<file path="src/rtl/alu_pkg.sv">
// Shared types and constants for the two-requester ALU arbiter.
package alu_pkg;

   // Arbiter sequencing: waiting for a request, holding operands, presenting a result
   typedef enum logic [1:0] {
      IDLE = 2'd0,
      EXEC = 2'd1,
      DONE = 2'd2
   } state_t;

   localparam int CNTRL_W    = 3;
   localparam int FLAG_W     = 4;
   localparam int WAIT_CNT_W = 8;

   // Bit positions inside the {negative, zero, overflow, carry_out} flag vector
   localparam int FLAG_CARRY = 0;
   localparam int FLAG_OVF   = 1;
   localparam int FLAG_ZERO  = 2;
   localparam int FLAG_NEG   = 3;

endpackage

</file>
<file path="src/rtl/alu_arbiter_if.sv">
// Requester-side request/response bundle for two clients sharing one ALU.
interface alu_arbiter_if #(
   parameter int DATA_WIDTH = 64
);
   import alu_pkg::*;

   logic [1:0]                 req_valid;
   logic [1:0]                 req_ready;
   logic [1:0][DATA_WIDTH-1:0] req_A;
   logic [1:0][DATA_WIDTH-1:0] req_B;
   logic [1:0][CNTRL_W-1:0]    req_cntrl;
   logic [1:0]                 resp_valid;
   logic [1:0]                 resp_ready;
   logic [DATA_WIDTH-1:0]      resp_result;
   logic [FLAG_W-1:0]          resp_flags;

   // Arbiter side
   modport slave (
      input  req_valid, req_A, req_B, req_cntrl, resp_ready,
      output req_ready, resp_valid, resp_result, resp_flags
   );

   // Requester side
   modport master (
      output req_valid, req_A, req_B, req_cntrl, resp_ready,
      input  req_ready, resp_valid, resp_result, resp_flags
   );

endinterface

</file>
<file path="src/rtl/rr_arbiter2.sv">
// Two-way round-robin grant: a contended request goes to the side not served last.
module rr_arbiter2 (
   input  logic [1:0] req,
   input  logic       last,
   output logic [1:0] grant
);

   // Single requests are already one-hot; only the contended case needs a decision
   always_comb begin
      // NOTE: assign a default before any branch so the combinational block can never hold a value (no latch).
      grant = req;
      if (req == 2'b11) begin
         grant = last ? 2'b01 : 2'b10;
      end
   end

endmodule

</file>
<file path="src/rtl/alu_arbiter.sv">
// Shares one external ALU between two requesters: grant, hold operands, capture, respond.
module alu_arbiter
   import alu_pkg::*;
#(
   parameter int DATA_WIDTH      = 64,
   parameter int ALU_WAIT_CYCLES = 4
) (
   input  logic                  clk,
   input  logic                  reset,
   alu_arbiter_if.slave          bus,
   output logic [DATA_WIDTH-1:0] alu_A,
   output logic [DATA_WIDTH-1:0] alu_B,
   output logic [CNTRL_W-1:0]    alu_cntrl,
   input  logic [DATA_WIDTH-1:0] alu_result,
   input  logic [FLAG_W-1:0]     alu_flags
);

   localparam logic [WAIT_CNT_W-1:0] WAIT_LOAD = WAIT_CNT_W'(ALU_WAIT_CYCLES - 1);

   state_t                  state_q, state_d;
   logic [WAIT_CNT_W-1:0]   wait_cnt_q;
   logic [DATA_WIDTH-1:0]   op_a_q, op_b_q, res_q;
   logic [CNTRL_W-1:0]      op_cntrl_q;
   logic [FLAG_W-1:0]       flags_q;
   logic                    grantee_q;
   logic                    last_q;
   logic [1:0]              grant;
   logic                    accept;
   logic                    cnt_zero;
   logic                    resp_hs;

   rr_arbiter2 u_rr (
      .req   (bus.req_valid),
      .last  (last_q),
      .grant (grant)
   );

   assign accept   = (state_q == IDLE) && (|bus.req_valid);
   assign cnt_zero = (wait_cnt_q == '0);
   // Only the grantee's resp_ready can complete the handshake
   assign resp_hs  = (state_q == DONE) && bus.resp_ready[grantee_q];

   // State register
   always_ff @(posedge clk) begin
      // NOTE: clocked state uses non-blocking assignments so every register samples pre-edge values.
      if (reset) state_q <= IDLE;
      else       state_q <= state_d;
   end

   // Next-state: accept -> hold for ALU_WAIT_CYCLES -> present until handshake
   always_comb begin
      state_d = state_q;
      case (state_q)
         IDLE:    if (accept)   state_d = EXEC;
         EXEC:    if (cnt_zero) state_d = DONE;
         DONE:    if (resp_hs)  state_d = IDLE;
         default:               state_d = IDLE;
      endcase
   end

   // Handshake outputs depend only on the current state and the live request lines
   always_comb begin
      bus.req_ready  = '0;
      bus.resp_valid = '0;
      if (state_q == IDLE) bus.req_ready = grant;
      if (state_q == DONE) bus.resp_valid[grantee_q] = 1'b1;
   end

   // Operand latch on accept, countdown and result capture in EXEC, fairness bookkeeping on handshake
   always_ff @(posedge clk) begin
      if (reset) begin
         wait_cnt_q <= '0;
         op_a_q     <= '0;
         op_b_q     <= '0;
         op_cntrl_q <= '0;
         res_q      <= '0;
         flags_q    <= '0;
         grantee_q  <= 1'b0;
         last_q     <= 1'b1;
      end else begin
         if (accept) begin
            grantee_q  <= grant[1];
            op_a_q     <= bus.req_A[grant[1]];
            op_b_q     <= bus.req_B[grant[1]];
            op_cntrl_q <= bus.req_cntrl[grant[1]];
            wait_cnt_q <= WAIT_LOAD;
         end
         if (state_q == EXEC) begin
            if (cnt_zero) begin
               res_q   <= alu_result;
               flags_q <= alu_flags;
            end else begin
               wait_cnt_q <= wait_cnt_q - 1'b1;
            end
         end
         if (resp_hs) last_q <= grantee_q;
      end
   end

   assign alu_A           = op_a_q;
   assign alu_B           = op_b_q;
   assign alu_cntrl       = op_cntrl_q;
   assign bus.resp_result = res_q;
   assign bus.resp_flags  = flags_q;

endmodule

</file>
<file path="src/flat_wrapper.sv">
// flat-port wrapper written by rule: the top's interface ports become plain ports
module alu_arbiter_flat import alu_pkg::*;
#(
   parameter int DATA_WIDTH      = 64,
   parameter int ALU_WAIT_CYCLES = 4
)
  (clk, reset, alu_A, alu_B, alu_cntrl, alu_result, alu_flags, bus_req_valid, bus_req_A, bus_req_B, bus_req_cntrl, bus_resp_ready, bus_req_ready, bus_resp_valid, bus_resp_result, bus_resp_flags);
  alu_arbiter_if #(.DATA_WIDTH(DATA_WIDTH)) bus_i ();
  input  logic clk;
  input  logic reset;
  output logic [DATA_WIDTH-1:0] alu_A;
  output logic [DATA_WIDTH-1:0] alu_B;
  output logic [CNTRL_W-1:0] alu_cntrl;
  input  logic [DATA_WIDTH-1:0] alu_result;
  input  logic [FLAG_W-1:0] alu_flags;
  input wire logic [$bits(bus_i.req_valid)-1:0] bus_req_valid;
  input wire logic [$bits(bus_i.req_A)-1:0] bus_req_A;
  input wire logic [$bits(bus_i.req_B)-1:0] bus_req_B;
  input wire logic [$bits(bus_i.req_cntrl)-1:0] bus_req_cntrl;
  input wire logic [$bits(bus_i.resp_ready)-1:0] bus_resp_ready;
  output wire logic [$bits(bus_i.req_ready)-1:0] bus_req_ready;
  output wire logic [$bits(bus_i.resp_valid)-1:0] bus_resp_valid;
  output wire logic [$bits(bus_i.resp_result)-1:0] bus_resp_result;
  output wire logic [$bits(bus_i.resp_flags)-1:0] bus_resp_flags;
  assign bus_i.req_valid = bus_req_valid;
  assign bus_i.req_A = bus_req_A;
  assign bus_i.req_B = bus_req_B;
  assign bus_i.req_cntrl = bus_req_cntrl;
  assign bus_i.resp_ready = bus_resp_ready;
  assign bus_req_ready = bus_i.req_ready;
  assign bus_resp_valid = bus_i.resp_valid;
  assign bus_resp_result = bus_i.resp_result;
  assign bus_resp_flags = bus_i.resp_flags;
  alu_arbiter #(.DATA_WIDTH(DATA_WIDTH), .ALU_WAIT_CYCLES(ALU_WAIT_CYCLES)) u_core (.clk(clk), .reset(reset), .bus(bus_i), .alu_A(alu_A), .alu_B(alu_B), .alu_cntrl(alu_cntrl), .alu_result(alu_result), .alu_flags(alu_flags));
endmodule
</file>
<file path="config.mk">
export PLATFORM = sky130hd
export DESIGN_NAME = alu_arbiter_flat
export DESIGN_NICKNAME = d
export VERILOG_FILES = /design/src/rtl/alu_pkg.sv /design/src/rtl/alu_arbiter_if.sv /design/src/rtl/rr_arbiter2.sv /design/src/rtl/alu_arbiter.sv /design/src/flat_wrapper.sv
export SDC_FILE = /design/constraint.sdc
export NUM_CORES = 1
export LEC_CHECK = 0
export CORE_AREA = 2 2 209 211
export DETAILED_ROUTE_END_ITERATION = 8
export DIE_AREA = 0 0 211 213
export PLACE_DENSITY_LB_ADDON = 0.12
export SLEW_MARGIN = 20
export SYNTH_ARGS = -nofsm -noshare
export SYNTH_HDL_FRONTEND = slang
export SYNTH_SLANG_ARGS = --single-unit
export TNS_END_PERCENT = 100
</file>
<file path="constraint.sdc">
create_clock -name clk -period 2.3 [get_ports clk]
set_input_delay 0.345 -clock clk [delete_from_list [all_inputs] [get_ports clk]]
set_output_delay 0.345 -clock clk [all_outputs]
set_load 0.01 [all_outputs]
</file>
## Word-level counts from Yosys, hierarchy flattened

Cells that the tools add are included.

| storage, ports and cells | value |
|---|---|
| input port bits | 336 |
| logic and storage cells | 48 |
| output and inout port bits | 203 |
| flip-flop bits (word level) | 211 |

| cells by class | value |
|---|---|
| magnitude comparators | 3 |
| reduce and logical (&&, ||, !) cells | 8 |
| muxes and demuxes | 21 |
| add/subtract/negate cells | 1 |
| eq/ne operators | 6 |

Operators with widths:

| cell | count |
|---|---|
| $mux 64 | 4 |
| $mux 8 | 3 |
| $mux 2 | 7 |
| $logic_not 8->1 | 1 |
| $sub 8x1->8 const B | 1 |
| $mux 3 | 2 |
| $ne 2x1->1 const B | 3 |
| $pmux 2 s3 | 1 |
| $eq 2x2->1 const B | 2 |
| $lt 1x2->1 const B | 2 |
| $logic_and 1x1->1 | 3 |
| $mux 1 | 3 |
| $reduce_and 3->1 | 1 |
| $eq 2x1->1 const B | 1 |
| $logic_not 2->1 | 1 |
| $reduce_and 2->1 | 1 |
| $reduce_or 2->1 | 1 |
| $demux 1 s1 | 1 |
| $ge 1x1->1 const B | 1 |

## Depth between registers and ports, before layout

| depth | value |
|---|---|
| word-level depth | 5 |
| mapped depth | 8 |
| mapped depth without buffers | 6 |

## Hierarchy

A second synthesis with hierarchy kept.

| second synthesis, totals | value |
|---|---|
| cells, all modules | 961 |
| area, all modules | 8654.6 um^2 |

By module, submodules not included:

| module | cells an instance | area each (um^2) | seq. area each (um^2) | times used |
|---|---|---|---|---|
| alu_arbiter | 958 | 8635.8 | 4224.1 | 1 |
| rr_arbiter2 | 3 | 18.8 | 0.0 | 1 |

## Least setup slack after synthesis

Ideal clock, no wire load.

| path | value |
|---|---|
| kind | register to register |
| start | register u_core.wait_cnt_q[0] |
| end | register u_core.res_q[10] (netlist: u_core.bus.resp_result[10]) |
| setup time | 70 ps |
| data required time | 2230 ps |
| stages on the path, launching flop included | 9 |
| clock period less this slack | 1783 ps |
| setup slack | 517 ps |
| arrival time | 1712 ps |
| cells stage by stage | dfxtp_1 -> inv_1 -> ha_1 -> nor3b_1 -> nand3b_1 -> clkbuf_1 -> clkbuf_1 -> nand2_1 -> a21oi_1 |

| on the way | value |
|---|---|
| cells in the longest elaborated chain, start to end | 2 |

RTL lines:

| item | RTL line | text |
|---|---|---|
| start, declared | alu_arbiter.sv:21 | `logic [WAIT_CNT_W-1:0] wait_cnt_q;` |
| start signal, assigned | alu_arbiter.sv:93 | `wait_cnt_q <= wait_cnt_q - 1'b1;` |
| $logic_not 8->1 | alu_arbiter.sv:39 | `assign cnt_zero = (wait_cnt_q == '0);` |
| $reduce_and 2->1 (no line) | n/a |  |
| end signal, assigned | alu_arbiter.sv:90 | `res_q <= alu_result;` |
| end, declared | alu_arbiter.sv:22 | `logic [DATA_WIDTH-1:0] op_a_q, op_b_q, res_q;` |

Every way passes these cells.
A chain may end at the register's enable or synchronous reset.

## Worst setup path after layout

| path | value |
|---|---|
| start | register u_core.last_q |
| end | output bus_req_ready[1] |

| on the way | value |
|---|---|
| cells in the longest elaborated chain, start to end | 3 |

RTL lines:

| item | RTL line | text |
|---|---|---|
| start, declared | alu_arbiter.sv:26 | `logic last_q;` |
| start signal, assigned | alu_arbiter.sv:96 | `if (resp_hs) last_q <= grantee_q;` |
| $mux 2 | rr_arbiter2.sv:13 | `grant = last ? 2'b01 : 2'b10;` |
| $mux 2 | rr_arbiter2.sv:12 | `if (req == 2'b11) begin` |
| $mux 2 | alu_arbiter.sv:65 | `if (state_q == IDLE) bus.req_ready = grant;` |
| end, declared | flat_wrapper.sv:21 | `output wire logic [$bits(bus_i.req_ready)-1:0] bus_req_ready;` |

Every way passes these cells.

==> load_flow_metrics.sql <==
INSERT INTO impl_metrics (metric_group, metric, value, unit) VALUES
('sta', 'achievable-frequency', '455.2', 'MHz'),
('critical_path', 'cp_max_fo', '4', ''),
('run', 'cap_violations', '0', ''),
('synthesis', 'synth_enable_flop_cells', '0', ''),
('synthesis', 'synth_cells', '958', ''),
('floorplan', 'rows', '76', ''),
('sta', 'final.setup_skew', '0.02391', 'ns'),
('drt', 'vias_per_cell', '4.247', ''),
('grt', 'grt_use_met3', '0.05971', ''),
('clock_tree', 'clk_pin_slew_worst_setup_hold_paths', '0.05', 'ns'),
('pwr', 'p_comb_frac', '0.424', ''),
('pwr', 'switching_power', '5.865', 'mW'),
('sta', 'setup_viol', '0', ''),
('clock_tree', 'cts.htree.levels', '1', ''),
('pwr', 'power.density_cell_area', '1077', 'nW/um^2'),
('synthesis', 'syn_area', '8645', 'sq um'),
('placed_design', 'port_buffers', '538', ''),
('grt', 'global_route_usage_over_all_layers', '0.1521', ''),
('critical_path', 'start_kind', 'flip-flop', ''),
('drt', 'routed_wirelength', '36320', 'um'),
('drt', 'dr_total_vias', '8656', ''),
('synthesis', 'synth_top_cell_area_share', '0.4886', ''),
('drt', 'first_pass_iters', '4', ''),
('placed_design', 'dp_worst_setup_slack', '0.1894', 'ns'),
('grt', 'globalRouteMet1Util', '0.1694', ''),
('grt', 'grtUsageMet2', '0.2705', ''),
('synthesis', 'synthTopCellsByArea', 'sky130_fd_sc_hd__dfxtp_1 (49%), sky130_fd_sc_hd__mux2i_1 (15%), sky130_fd_sc_hd__a211oi_1 (12%)', ''),
('finish', 'most-common-layout-cells', 'sky130_fd_sc_hd__clkdlybuf4s50_1 (537), sky130_fd_sc_hd__dfxtp_1 (210), sky130_fd_sc_hd__nand2_1 (141)', ''),
('floorplan', 'ios', '539', ''),
('synthesis', 'synth-seq-cells', '211', ''),
('floorplan', 'die_height', '213', 'um'),
('grt', 'first_global_vias', '8726', ''),
('grt', 'antenna_found_initial', '0', ''),
('grt', 'grt-ovfl-total', '0', ''),
('grt', 'top_usage_layer', 'met2', ''),
('drt', 'detail_route.wl_per_cell', '17.82', 'um'),
('clock_tree', 'cts_num_sinks', '211', ''),
('clock_tree', 'post_cts.repair.setup_buffers', '0', ''),
('floorplan', 'start_util', '0.2025', ''),
('finish', 'nets', '1809', ''),
('finish', 'syn_to_final_growth', '81.65', '%'),
('sta', 'rsz0062_at_grt', 'no', ''),
('critical_path', 'timing_worst_setup_path_type', 'flip-flop to primary output', ''),
('clock_tree', 'numCtsBuffers', '29', ''),
('synthesis', 'yosysWarnings', '0', ''),
('placed_design', 'dp.final_hpwl', '26950', 'um'),
('sta', 'report.final.slew_viol_count', '0', ''),
('drt', 'antenna_violating_nets_post_route', '0', ''),
('pwr', 'net_sw_frac', '0.3470', ''),
('clock_tree', 'cts_tree', 'done', ''),
('synthesis', 'synthDominantAreaCellType', 'sky130_fd_sc_hd__dfxtp_1', ''),
('finish', 'mostFrequentLayoutCell', 'sky130_fd_sc_hd__clkdlybuf4s50_1', ''),
('drt', 'number_of_drc_markers_in_iteration_0', '339', ''),
('sta', 'post-route-min-period', '2.197', 'ns'),
('critical_path', 'worstSetupEndpointType', 'primary output', ''),
('finish', 'num_antenna_cells', '0', ''),
('synthesis', 'seq_area_frac_synth', '0.4886', ''),
('pwr', 'internal_power', '11.04', 'mW'),
('critical_path', 'worst_ep_arrival_time', '1.85', 'ns'),
('clock_tree', 'clock_insertion_delay_at_the_later_pin_of_the_skew_report', '0.56', 'ns'),
('outcome', 'status', 'finished, final reports clean', ''),
('floorplan', 'core', '42700', 'sq um'),
('synthesis', 'postSynthAreaPerCell', '9.024', 'sq um'),
('critical_path', 'timing.critical_path.cells', 'a21boi_4, and2_1, clkdlybuf4s50_1', ''),
('sta', 'final_min_period_over_clock_period', '0.9551', ''),
('sta', 'final.setup.worst_slack', '0.1033', 'ns'),
('critical_path', 'worst_path_slowest_cell', 'sky130_fd_sc_hd__clkdlybuf4s50_1', ''),
('pwr', 'power.share.sequential', '0.318', ''),
('clock_tree', 'cts_max_path_buffers', '3', ''),
('finish', 'post_route_cells_drive_above_1_share', '0.05295', ''),
('grt', 'grt_start_max_net_pins', '110', '');
sequential cells by signal, summed over array words and instances, names as in the netlist:
signal / count
u_core.alu_A: 64
u_core.alu_B: 64
u_core.alu_cntrl: 3
u_core.bus.resp_flags: 4
u_core.bus.resp_result: 64
u_core.grantee_q: 1
u_core.last_q: 1
u_core.state_q: 2
u_core.wait_cnt_q: 8
power groups by stage:
stage	logic [mW]	clock network [mW]	registers, mW
global placement	7.27	0	5.40
detailed placement	7.27	0	5.43
floorplan	2.97	0	5.85
global route	7.84	4.69	5.53
finish	7.16	4.36	5.38
CTS	7.30	4.55	5.38
cell usage after synthesis (all sizes together), types with 2 or more instances:
library cell / count
a211oi: 134
nor4: 2
o21ai: 3
and2: 2
mux2i: 132
ha: 2
nor3b: 3
a21oi: 76
a21o: 2
mux2: 2
inv: 4
dfxtp: 211
nor2: 140
nand2: 141
clkbuf: 52
or4: 2
nor2b: 2
buf: 29
nor3: 3
a211o: 3
through the flow:
stage | std cells | hold slack [ns] | utilization | instance area (sq um) | total power [mW]
floorplan | 958 | 0.4805 | - | 8645 | 8.817
global placement | 1985 | 0.4415 | 0.3454 | 14750 | 12.67
detailed placement | 1985 | 0.4457 | 0.3454 | 14750 | 12.70
CTS | 2038 | 0.2840 | 0.3675 | 15690 | 17.23
global route | 2038 | 0.3119 | 0.3678 | 15700 | 18.06
finish | 2038 | 0.3312 | 0.3678 | 15700 | 16.90
logic make-up (layout without fill, tap and decap cells):
family	count (synthesis)	count (layout)	share of synthesized area
simple gates	302	302	0.1395
buf+inv	85	619	0.04169
fa+ha+maj	2	2	0.002894
compound gates	224	224	0.1718
flops	211	211	0.4886
mux	134	134	0.1554
cell type report:
class	count	area, sq um
Fill cell	4425	26990
Inverter	4	15.01
Clock buffer	44	852.1
Sequential cell	211	4225
Multi-Input combinational cell	662	4100
Timing Repair Buffer	563	5752
Tap cell	546	683.2
Clock inverter	8	75.07
worst paths after layout:
check                                                   to  slack [ns]                       start  depth (start not counted)
worst max register to register   u_core.bus.resp_result[0]        0.25        u_core.wait_cnt_q[0]                          7
worst min-delay path            u_core.bus.resp_result[52]        0.33              alu_result[52]                          3
worst max-delay path                      bus_req_ready[1]        0.10               u_core.last_q                          3
worst min register to register  u_core.bus.resp_result[53]        0.45  u_core.bus.resp_result[53]                          2
per-layer routing:
metal / vias to the layer above / share of wire
li1: 4408 / -
met1: 3873 / 0.39
met2: 333 / 0.49
met3: 42 / 0.10
met4: 0 / 0.019
met5: - / 0
worst max-delay path, delay by kind of cell (launching register included):
kind,cells,cell delay (ns)
compound gates,1,0.20
buf+inv,1,0.54
flops,1,0.36
simple gates,1,0.19
what timing repair did:
item,4_1_cts,5_1_grt
hold buffers,1,0
setup endpoints to repair,4,3
endpoints found under the hold margin,3,0
resized for setup,2,3
No activity file was read; power rests on OpenSTA's default activity.
